--- config.mk ---
export PLATFORM = sky130hd
export DESIGN_NAME = pipe_stage_reg
export DESIGN_NICKNAME = d
export VERILOG_FILES = /design/src/rtl/pipe_pkg.sv /design/src/rtl/pipe_skid_buf.sv /design/src/rtl/pipe_stage_reg.sv
export SDC_FILE = /design/constraint.sdc
export NUM_CORES = 1
export LEC_CHECK = 0
export CAP_MARGIN = 15
export CORE_MARGIN = 2
export CORE_UTILIZATION = 47
export CTS_BUF_LIST = sky130_fd_sc_hd__clkbuf_2 sky130_fd_sc_hd__clkbuf_4 sky130_fd_sc_hd__clkbuf_8
export DETAILED_ROUTE_END_ITERATION = 12
export HOLD_SLACK_MARGIN = 0.08
export PLACE_DENSITY = 0.85
export SKIP_LAST_GASP = 1
export SLEW_MARGIN = 40
export SYNTH_ARGS = -nofsm -noshare
export SYNTH_HDL_FRONTEND = slang
export SYNTH_HIERARCHICAL = 1
export SYNTH_SLANG_ARGS = --single-unit
export TNS_END_PERCENT = 20
--- constraint.sdc ---
create_clock -name clk -period 4.1 [get_ports clk]
set_clock_uncertainty 0.2 [all_clocks]
set_input_delay 0.615 -clock clk [delete_from_list [all_inputs] [get_ports clk]]
set_output_delay 0.615 -clock clk [all_outputs]
set_load 0.03 [all_outputs]
--- src/rtl/pipe_pkg.sv ---
// Shared definitions for the operand-read pipeline stage: payload field
// widths and the derived packed payload width.
package pipe_pkg;

  localparam int IMM_W    = 32;
  localparam int XLEN     = 32;
  localparam int FUNCT3_W = 3;
  localparam int FLAGS_W  = 16;
  localparam int RD_W     = 5;

  // Payload = imm, rs1_data, rs2_data, pc, funct3, flags.
  localparam int OP_READ_DATA_W = IMM_W + 3 * XLEN + FUNCT3_W + FLAGS_W;

  localparam int STALL_W = 16;

endpackage

--- src/rtl/pipe_skid_buf.sv ---
// Second (skid) entry of the pipeline stage. Captures a beat that arrives
// while the main entry is stalled, hands it to the main entry when that frees.
// in_ready is registered here as "skid entry empty"; it reads 0 under reset.
module pipe_skid_buf #(
  parameter int DATA_W = pipe_pkg::OP_READ_DATA_W,
  parameter int RD_W   = pipe_pkg::RD_W
) (
  input  logic              clk,
  input  logic              rst_n,
  input  logic              i_flush,
  input  logic              i_load,
  input  logic              i_drain,
  input  logic [DATA_W-1:0] i_data,
  input  logic [RD_W-1:0]   i_rd,
  output logic              o_valid,
  output logic [DATA_W-1:0] o_data,
  output logic [RD_W-1:0]   o_rd,
  output logic              o_ready
);

  logic              r_valid;
  logic [DATA_W-1:0] r_data;
  logic [RD_W-1:0]   r_rd;
  logic              r_ready;
  logic              w_valid_next;

  // Occupancy after this edge; flush empties, load fills, drain empties.
  always_comb begin
    w_valid_next = r_valid;
    if (i_flush)      w_valid_next = 1'b0;
    else if (i_load)  w_valid_next = 1'b1;
    else if (i_drain) w_valid_next = 1'b0;
  end

  // Occupancy and ready registers; ready mirrors the next empty state.
  always_ff @(posedge clk or negedge rst_n) begin
    if (!rst_n) begin
      r_valid <= 1'b0;
      r_ready <= 1'b0;
    end else begin
      r_valid <= w_valid_next;
      r_ready <= ~w_valid_next;
    end
  end

  // Payload is written only when a beat is actually parked here.
  always_ff @(posedge clk or negedge rst_n) begin
    if (!rst_n) begin
      r_data <= '0;
      r_rd   <= '0;
    end else if (i_load && !i_flush) begin
      r_data <= i_data;
      r_rd   <= i_rd;
    end
  end

  assign o_valid = r_valid;
  assign o_data  = r_data;
  assign o_rd    = r_rd;
  assign o_ready = r_ready;

endmodule

--- src/rtl/pipe_stage_reg.sv ---
// Valid/ready pipeline register for the operand-read payload, with flush,
// optional bubble zeroing and a saturating stall counter.
// Macro PIPE_STAGE_SKID_EN: defined -> 2-entry (main + skid) with registered
// in_ready; undefined -> single entry with combinational in_ready.
module pipe_stage_reg
  import pipe_pkg::*;
#(
  parameter int DATA_W      = OP_READ_DATA_W,
  parameter int RD_W        = pipe_pkg::RD_W,
  parameter bit ZERO_BUBBLE = 1'b1
) (
  input  logic               clk,
  input  logic               rst_n,
  input  logic               in_valid,
  output logic               in_ready,
  input  logic [DATA_W-1:0]  in_data,
  input  logic [RD_W-1:0]    in_rd,
  input  logic               flush,
  output logic               out_valid,
  input  logic               out_ready,
  output logic [DATA_W-1:0]  out_data,
  output logic [RD_W-1:0]    out_rd,
  output logic [STALL_W-1:0] stall_cnt,
  input  logic               stall_clr
);

  logic               r_valid;
  logic [DATA_W-1:0]  r_data;
  logic [RD_W-1:0]    r_rd;
  logic [STALL_W-1:0] r_stall_cnt;

  logic               w_main_free;
  logic               w_load_main;
  logic [DATA_W-1:0]  w_next_data;
  logic [RD_W-1:0]    w_next_rd;

  // Main entry can take a new beat when empty or when its beat leaves now.
  assign w_main_free = ~r_valid | out_ready;

`ifdef PIPE_STAGE_SKID_EN
  logic              w_skid_valid;
  logic [DATA_W-1:0] w_skid_data;
  logic [RD_W-1:0]   w_skid_rd;
  logic              w_skid_ready;
  logic              w_accept;
  logic              w_skid_load;
  logic              w_skid_drain;

  assign w_accept     = in_valid & w_skid_ready;
  assign w_skid_load  = w_accept & ~w_main_free;
  assign w_skid_drain = w_main_free & w_skid_valid;

  pipe_skid_buf #(
    .DATA_W (DATA_W),
    .RD_W   (RD_W)
  ) u_skid (
    .clk     (clk),
    .rst_n   (rst_n),
    .i_flush (flush),
    .i_load  (w_skid_load),
    .i_drain (w_skid_drain),
    .i_data  (in_data),
    .i_rd    (in_rd),
    .o_valid (w_skid_valid),
    .o_data  (w_skid_data),
    .o_rd    (w_skid_rd),
    .o_ready (w_skid_ready)
  );

  // The skid beat is older than anything on the input, so it refills first.
  assign w_load_main = w_main_free & (w_skid_valid | w_accept);
  assign w_next_data = w_skid_valid ? w_skid_data : in_data;
  assign w_next_rd   = w_skid_valid ? w_skid_rd   : in_rd;
  assign in_ready    = w_skid_ready;
`else
  assign w_load_main = in_valid & w_main_free;
  assign w_next_data = in_data;
  assign w_next_rd   = in_rd;
  assign in_ready    = w_main_free;
`endif

  // Main entry: flush wins, then load, then drain on downstream accept.
  always_ff @(posedge clk or negedge rst_n) begin
    if (!rst_n) begin
      r_valid <= 1'b0;
      r_data  <= '0;
      r_rd    <= '0;
    end else if (flush) begin
      r_valid <= 1'b0;
    end else if (w_load_main) begin
      r_valid <= 1'b1;
      r_data  <= w_next_data;
      r_rd    <= w_next_rd;
    end else if (out_ready) begin
      r_valid <= 1'b0;
    end
  end

  // Stall counter: clear has priority, increments saturate at all-ones.
  always_ff @(posedge clk or negedge rst_n) begin
    if (!rst_n) begin
      r_stall_cnt <= '0;
    end else if (stall_clr) begin
      r_stall_cnt <= '0;
    end else if (r_valid && !out_ready && (r_stall_cnt != {STALL_W{1'b1}})) begin
      r_stall_cnt <= r_stall_cnt + 1'b1;
    end
  end

  assign out_valid = r_valid;
  assign out_data  = (ZERO_BUBBLE && !r_valid) ? '0 : r_data;
  assign out_rd    = (ZERO_BUBBLE && !r_valid) ? '0 : r_rd;
  assign stall_cnt = r_stall_cnt;

endmodule

==> impl_metrics.env, run 1 <==
export IMPL_drc=0
export IMPL_synthSimpleGateAreaFrac=0.166
export IMPL_rsz0062_at_grt="false"
export IMPL_ctsResizeCount=0
export IMPL_slew_headroom=0.449
export IMPL_postCtsSetupBuffers=0
export IMPL_status="finished, final reports clean"
export IMPL_synth_compound_area_frac=0.0191
export IMPL_syn_area_mm2=0.00759
export IMPL_cts_tree="done"
export IMPL_yosysMostFrequentCell="dfrtp_1"
export IMPL_cts_root_buffer="clkbuf_8"
export IMPL_finalCritPeriodShare=0.773
export IMPL_crit_chain="buf_4 -> and2_1 -> clkdlybuf4s50_1"
export IMPL_clock_sinks=169
export IMPL_grt_pass1_wl_um=29700
export IMPL_track_usage=0.227
export IMPL_cp_top_family="buffers and inverters"
export IMPL_yosysTopAreaCellShare=0.557
export IMPL_synth_top_area_cell="dfrtp_1"
export IMPL_met2_usage=0.371
export IMPL_antenna_found_initial=0
export IMPL_initialDrtViolationCount=202
export IMPL_fillerInstances=1135
export IMPL_power_density_mw_per_mm2=378
export IMPL_die_y_um=131
export IMPL_critPathSlowestCell="clkdlybuf4s50_1"
export IMPL_grt_max_degree=95
export IMPL_maxCapViolations=0
export IMPL_viasPerCell=4.97
export IMPL_synth_top_family_by_area="multiplexers"
export IMPL_synthTopCellsByArea="dfrtp_1 (56%), and2_1 (13%), mux2_1 (12%)"
export IMPL_endpoint_kind="output port"
export IMPL_insertion_delay_ps=440
export IMPL_wl_per_cell_um=17.6
export IMPL_p_leak_nw=4.63
export IMPL_htree_levels=4
export IMPL_synth_avg_cell_area_um2=12.7
export IMPL_crit_fanout=47
export IMPL_firstDrtPassIters=4
export IMPL_async_reset_ff_frac=1.00
export IMPL_path_class="reg2out"
export IMPL_port_buffers=327
export IMPL_ys_seq_elements=169
export IMPL_slew_viol_final=0
export IMPL_start_util=0.479
export IMPL_crit_required_ps=3280
export IMPL_syn_num_nets=756
export IMPL_rows=46
export IMPL_worstHoldStart="r_data[62]"
export IMPL_synthAdderAreaFrac=0.00165
export IMPL_register_area_mm2=0.00423
export IMPL_hold_path_class="reg2reg"
export IMPL_synthXorXnorAreaFrac=0
export IMPL_diodes=0
export IMPL_synth_mux_area_frac=0.230
export IMPL_hpwl_um=14200
export IMPL_clock_path_buffers=2
export IMPL_clk_pin_slew_ps=80
export IMPL_reg2reg_slack_ps=1740
export IMPL_wl_um=20100
export IMPL_period_minus_slack_ps=3170
export IMPL_timing_rr_start="out_valid"
export IMPL_use_met1=0.278
export IMPL_finalHoldViolations=0
export IMPL_ir_drop_uv=229
export IMPL_post_route_util=0.726
export IMPL_num_vias=5677
export IMPL_path_buf_inv=2
export IMPL_yosysWarnings=6
export IMPL_synthTopCellsByCount="dfrtp_1 (169), and2_1 (152), mux2_1 (83)"
export IMPL_drive_above_1_share=0.125
export IMPL_synth_distinct_cells=35
export IMPL_antenna_left=0
export IMPL_gp_congestion=0.820
export IMPL_die_w_um=131
export IMPL_seq_area_frac_synth=0.557
export IMPL_nets=1072
export IMPL_syn_inst=597
export IMPL_grt_pass1_vias=5581
export IMPL_crit_start="out_valid"
export IMPL_ys_flop_type="dfrtp_1"
export IMPL_core_mm2=0.0158
export IMPL_setup_viol=0
export IMPL_multiInputGateArea_mm2=0.00317
export IMPL_fmax_mhz=316
export IMPL_busiest_layer="met2"
export IMPL_cts_buffers=17
export IMPL_critPathLaunchType="register"
export IMPL_cpPeakStageDelay_ps=690
export IMPL_pin_count=328
export IMPL_worst_pin_slew_ps=819
export IMPL_die_area_mm2=0.0172
export IMPL_use_met3=0.0623
export IMPL_cp_arrival_ps=2350
export IMPL_fin_tns_setup_ps=0
export IMPL_hold_buffers=1
export IMPL_synth_edf_count=0
export IMPL_grt_overflow_total=0
export IMPL_syn2layout_area_growth_pct=51.5
==> metal layers <==
metal  vias to the layer above  share of wire  wire length, um
li1                       2650              -                -
met1                      2789           0.40             7960
met2                       189           0.50            10000
met3                        49          0.063             1260
met4                         0          0.041              833
met5                         -              0                0
==> cells by family after synthesis <==
group,after synthesis
AOI/OAI and AO/OA,23
adders and majority gates,1
muxes,155
buffers and inverters,43
and+or+nand+nor,206
DFF,169
==> final cells by class <==
| cell class | count | share of cell area |
|---|---|---|
| Sequential cell | 169 | 0.368 |
| Inverter | 6 | 0.00218 |
| Clock buffer | 23 | 0.0259 |
| Timing Repair Buffer | 334 | 0.294 |
| Multi-Input combinational cell | 385 | 0.276 |
| Clock inverter | 9 | 0.0100 |
| Tap cell | 216 | 0.0235 |
==> metrics by stage <==
step	hold slack (ps)	power (mW)	setup WS, ps	cells	cell area [um2]
after detailed placement	267	3.16	1230	1109	11100
after CTS	286	4.39	880	1142	11500
after global placement	259	3.13	1250	1109	11100
final	281	4.35	932	1142	11500
after global routing	294	4.54	754	1142	11500
after floorplan	119	2.63	1730	597	7590
==> placed cells by master, fill, tap and decap left out, types with 2 or more instances in the layout <==
cell and n:
clkdlybuf4s50_1 326, dfrtp_1 168, and2_1 152, mux2_1 83
mux2_2 71, clkbuf_8 20, nor2_1 9, nand2_1 7
a21oi_1 7, nand4_1 6, or3_1 6, or4_1 5
inv_1 5, o31ai_1 4, nor3_1 4, o21ai_0 4
buf_12 4, nand3_1 3, nor4_1 3, a211oi_1 3
clkbuf_4 3, clkinv_4 3, nor3b_1 2, nor2b_1 2
a31oi_1 2, bufinv_16 2, clkinvlp_4 2, buf_4 2
==> flip-flops by register name, indices dropped and copies added (netlist names) <==
name and flops:
stall_cnt 16, r_rd 5, out_valid 1, r_data 147
==> report_power, final <==
part           leakage [nW]  internal (mW)  switching, mW
clock network         0.207          0.615          0.611
registers              2.02           1.92          0.116
logic                  2.40          0.572          0.512
total                  4.63           3.11           1.24
==> worst register-to-register path, delay by kind of cell, from the launching register on <==
| kind | cells | cell delay, ps |
|---|---|---|
| flops | 1 | 600 |
| buf+inv | 1 | 60 |
| simple gates | 3 | 1230 |
| compound gates | 1 | 180 |
==> final timing paths <==
kind,to,depth (start not counted)
max in group asynchronous,r_data[68],3
worst min register to register,r_data[62],1
worst min-delay path,r_data[62],1
worst max-delay path,out_data[33],3
min in group asynchronous,r_data[38],2
worst max register to register,stall_cnt[11],5
No activity file was read; power rests on OpenSTA's default activity.
==> run 2, diff against run 1 <==
--- a/config.mk
+++ b/config.mk
@@ -7,11 +7,11 @@
 export LEC_CHECK = 0
 export CAP_MARGIN = 15
 export CORE_MARGIN = 2
-export CORE_UTILIZATION = 47
+export CORE_UTILIZATION = 40
 export CTS_BUF_LIST = sky130_fd_sc_hd__clkbuf_2 sky130_fd_sc_hd__clkbuf_4 sky130_fd_sc_hd__clkbuf_8
 export DETAILED_ROUTE_END_ITERATION = 12
 export HOLD_SLACK_MARGIN = 0.08
-export PLACE_DENSITY = 0.85
+export PLACE_DENSITY = 0.77
 export SKIP_LAST_GASP = 1
 export SLEW_MARGIN = 40
 export SYNTH_ARGS = -nofsm -noshare
==> constraint.sdc (replaced) <==
create_clock -name clk -period 2.9 [get_ports clk]
set_clock_uncertainty 0.2 [all_clocks]
set_input_delay 0.435 -clock clk [delete_from_list [all_inputs] [get_ports clk]]
set_output_delay 0.435 -clock clk [all_outputs]
set_load 0.03 [all_outputs]
==> run 2 against run 1 <==
  * Non-clock buffer count rose by 7
  * Clock power rose by 33%
  * Total power rose by 40%
  * Sequential power rose by 41%
  * Core utilization fell by 11 points
==> impl_metrics.env, run 2 (synthesis gave the netlist of run 1 again) <==
export IMPL_port_buffers=327
export IMPL_dp_cells=1134
export IMPL_gp_congestion=0.815
export IMPL_endpoint_kind="output port"
export IMPL_track_usage=0.200
export IMPL_pin_count=328
export IMPL_path_class="reg2out"
export IMPL_layout_common_cells="clkdlybuf4s50_1 (326), dfrtp_1 (168), and2_1 (152)"
export IMPL_setup_ws_ps=92.6
export IMPL_start_util=0.407
export IMPL_critPathLaunchType="register"
export IMPL_finalCritPeriodShare=0.968
export IMPL_firstDrtPassIters=4
export IMPL_maxCapViolations=0
export IMPL_rsz0062_at_grt="false"
export IMPL_crit_required_ps=2270
export IMPL_clock_path_buffers=2
export IMPL_design_area_mm2=0.0116
export IMPL_num_vias=5705
export IMPL_worst_pin_slew_ps=661
export IMPL_die_w_um=142
export IMPL_crit_chain="buf_12 -> and2b_4 -> inv_4 -> clkdlybuf4s50_1"
export IMPL_p_leak_nw=4.65
export IMPL_die_y_um=142
export IMPL_htree_levels=4
export IMPL_largest_reg_flops=147
export IMPL_nets=1079
export IMPL_grt_max_degree=77
export IMPL_fin_tns_setup_ps=0
export IMPL_wl_per_cell_um=17.3
export IMPL_hpwl_um=14600
export IMPL_core_mm2=0.0186
export IMPL_power_density_mw_per_mm2=525
export IMPL_top_register="r_data"
export IMPL_ctsResizeCount=0
export IMPL_hold_ws_ps=280
export IMPL_fmax_mhz=356
export IMPL_period_minus_slack_ps=2810
export IMPL_drive_above_1_share=0.131
export IMPL_status="finished, final reports clean"
export IMPL_die_area_mm2=0.0201
export IMPL_placed_area_mm2=0.0112
export IMPL_slew_headroom=0.556
export IMPL_slew_viol_final=0
export IMPL_syn2layout_area_growth_pct=52.5
export IMPL_hold_path_class="reg2reg"
export IMPL_cpPeakStageDelay_ps=690
export IMPL_cts_tree="done"
export IMPL_layout_cells_non_filler=1167
export IMPL_post_route_util=0.620
export IMPL_grt_pass1_vias=5966
export IMPL_clk_pin_slew_ps=80
export IMPL_antenna_left=0
export IMPL_finalHoldViolations=0
export IMPL_power_mw=6.07
export IMPL_viasPerCell=4.89
export IMPL_insertion_delay_ps=440
export IMPL_layout_commonest_cell="clkdlybuf4s50_1"
export IMPL_ir_drop_uv=262
export IMPL_cts_buffers=17
export IMPL_critPathSlowestCell="clkdlybuf4s50_1"
export IMPL_cp_arrival_ps=2170
export IMPL_wl_um=20100
export IMPL_postCtsSetupBuffers=0
export IMPL_dp_slack_ps=304
export IMPL_diodes=0
export IMPL_grt_overflow_total=0
export IMPL_cts_root_buffer="clkbuf_8"
export IMPL_grt_pass1_wl_um=31300
export IMPL_setup_viol=0
export IMPL_drc=0
export IMPL_crit_fanout=66
export IMPL_initialDrtViolationCount=136
export IMPL_rows=50
export IMPL_clock_sinks=169
export IMPL_antenna_found_initial=0
run 2: final timing paths:
path	start	slack, ps	cells after the start	to
setup / recovery	out_valid	90	4	in_ready
hold / removal	r_data[96]	280	1	r_data[96]
setup reg to reg	out_valid	500	6	r_data[131]
hold reg to reg	r_data[96]	280	1	r_data[96]
max in group asynchronous	rst_n	1410	3	r_data[141]
min in group asynchronous	rst_n	320	2	stall_cnt[14]
run 2: what timing repair did:
action | in CTS | in global routing
hold buffers | 1 | 0
hold endpoints to repair | 58 | 0
endpoints found under the setup margin | 0 | 0
run 2: per-layer routing:
layer  vias to the layer above  wire length [um]  track usage
met5                         -                 0            0
met4                         0               531       0.0800
met3                        33              1380       0.0614
met2                       183             10300        0.347
li1                       2670                 -            -
met1                      2819              7960        0.233
run 2: cell type report:
type / instances / area [um2]
Timing Repair Buffer: 341 / 3470
Fill cell: 1530 / 7080
Tap cell: 234 / 293
Clock inverter: 12 / 116
Sequential cell: 169 / 4230
Multi-Input combinational cell: 385 / 3170
Inverter: 6 / 25.0
Clock buffer: 20 / 263
run 2: where the power goes:
group          total, mW  switching, mW  leakage (nW)  internal, mW
clock               1.64          0.906         0.180         0.733
combinational       1.55          0.728          2.44         0.821
sequential          2.88          0.164          2.02          2.72
total               6.07           1.80          4.65          4.27
run 2: critical path, delay by kind of cell (launching register included):
kind	cells	cell delay, ps
simple gates	1	230
flops	1	520
buf+inv	3	960
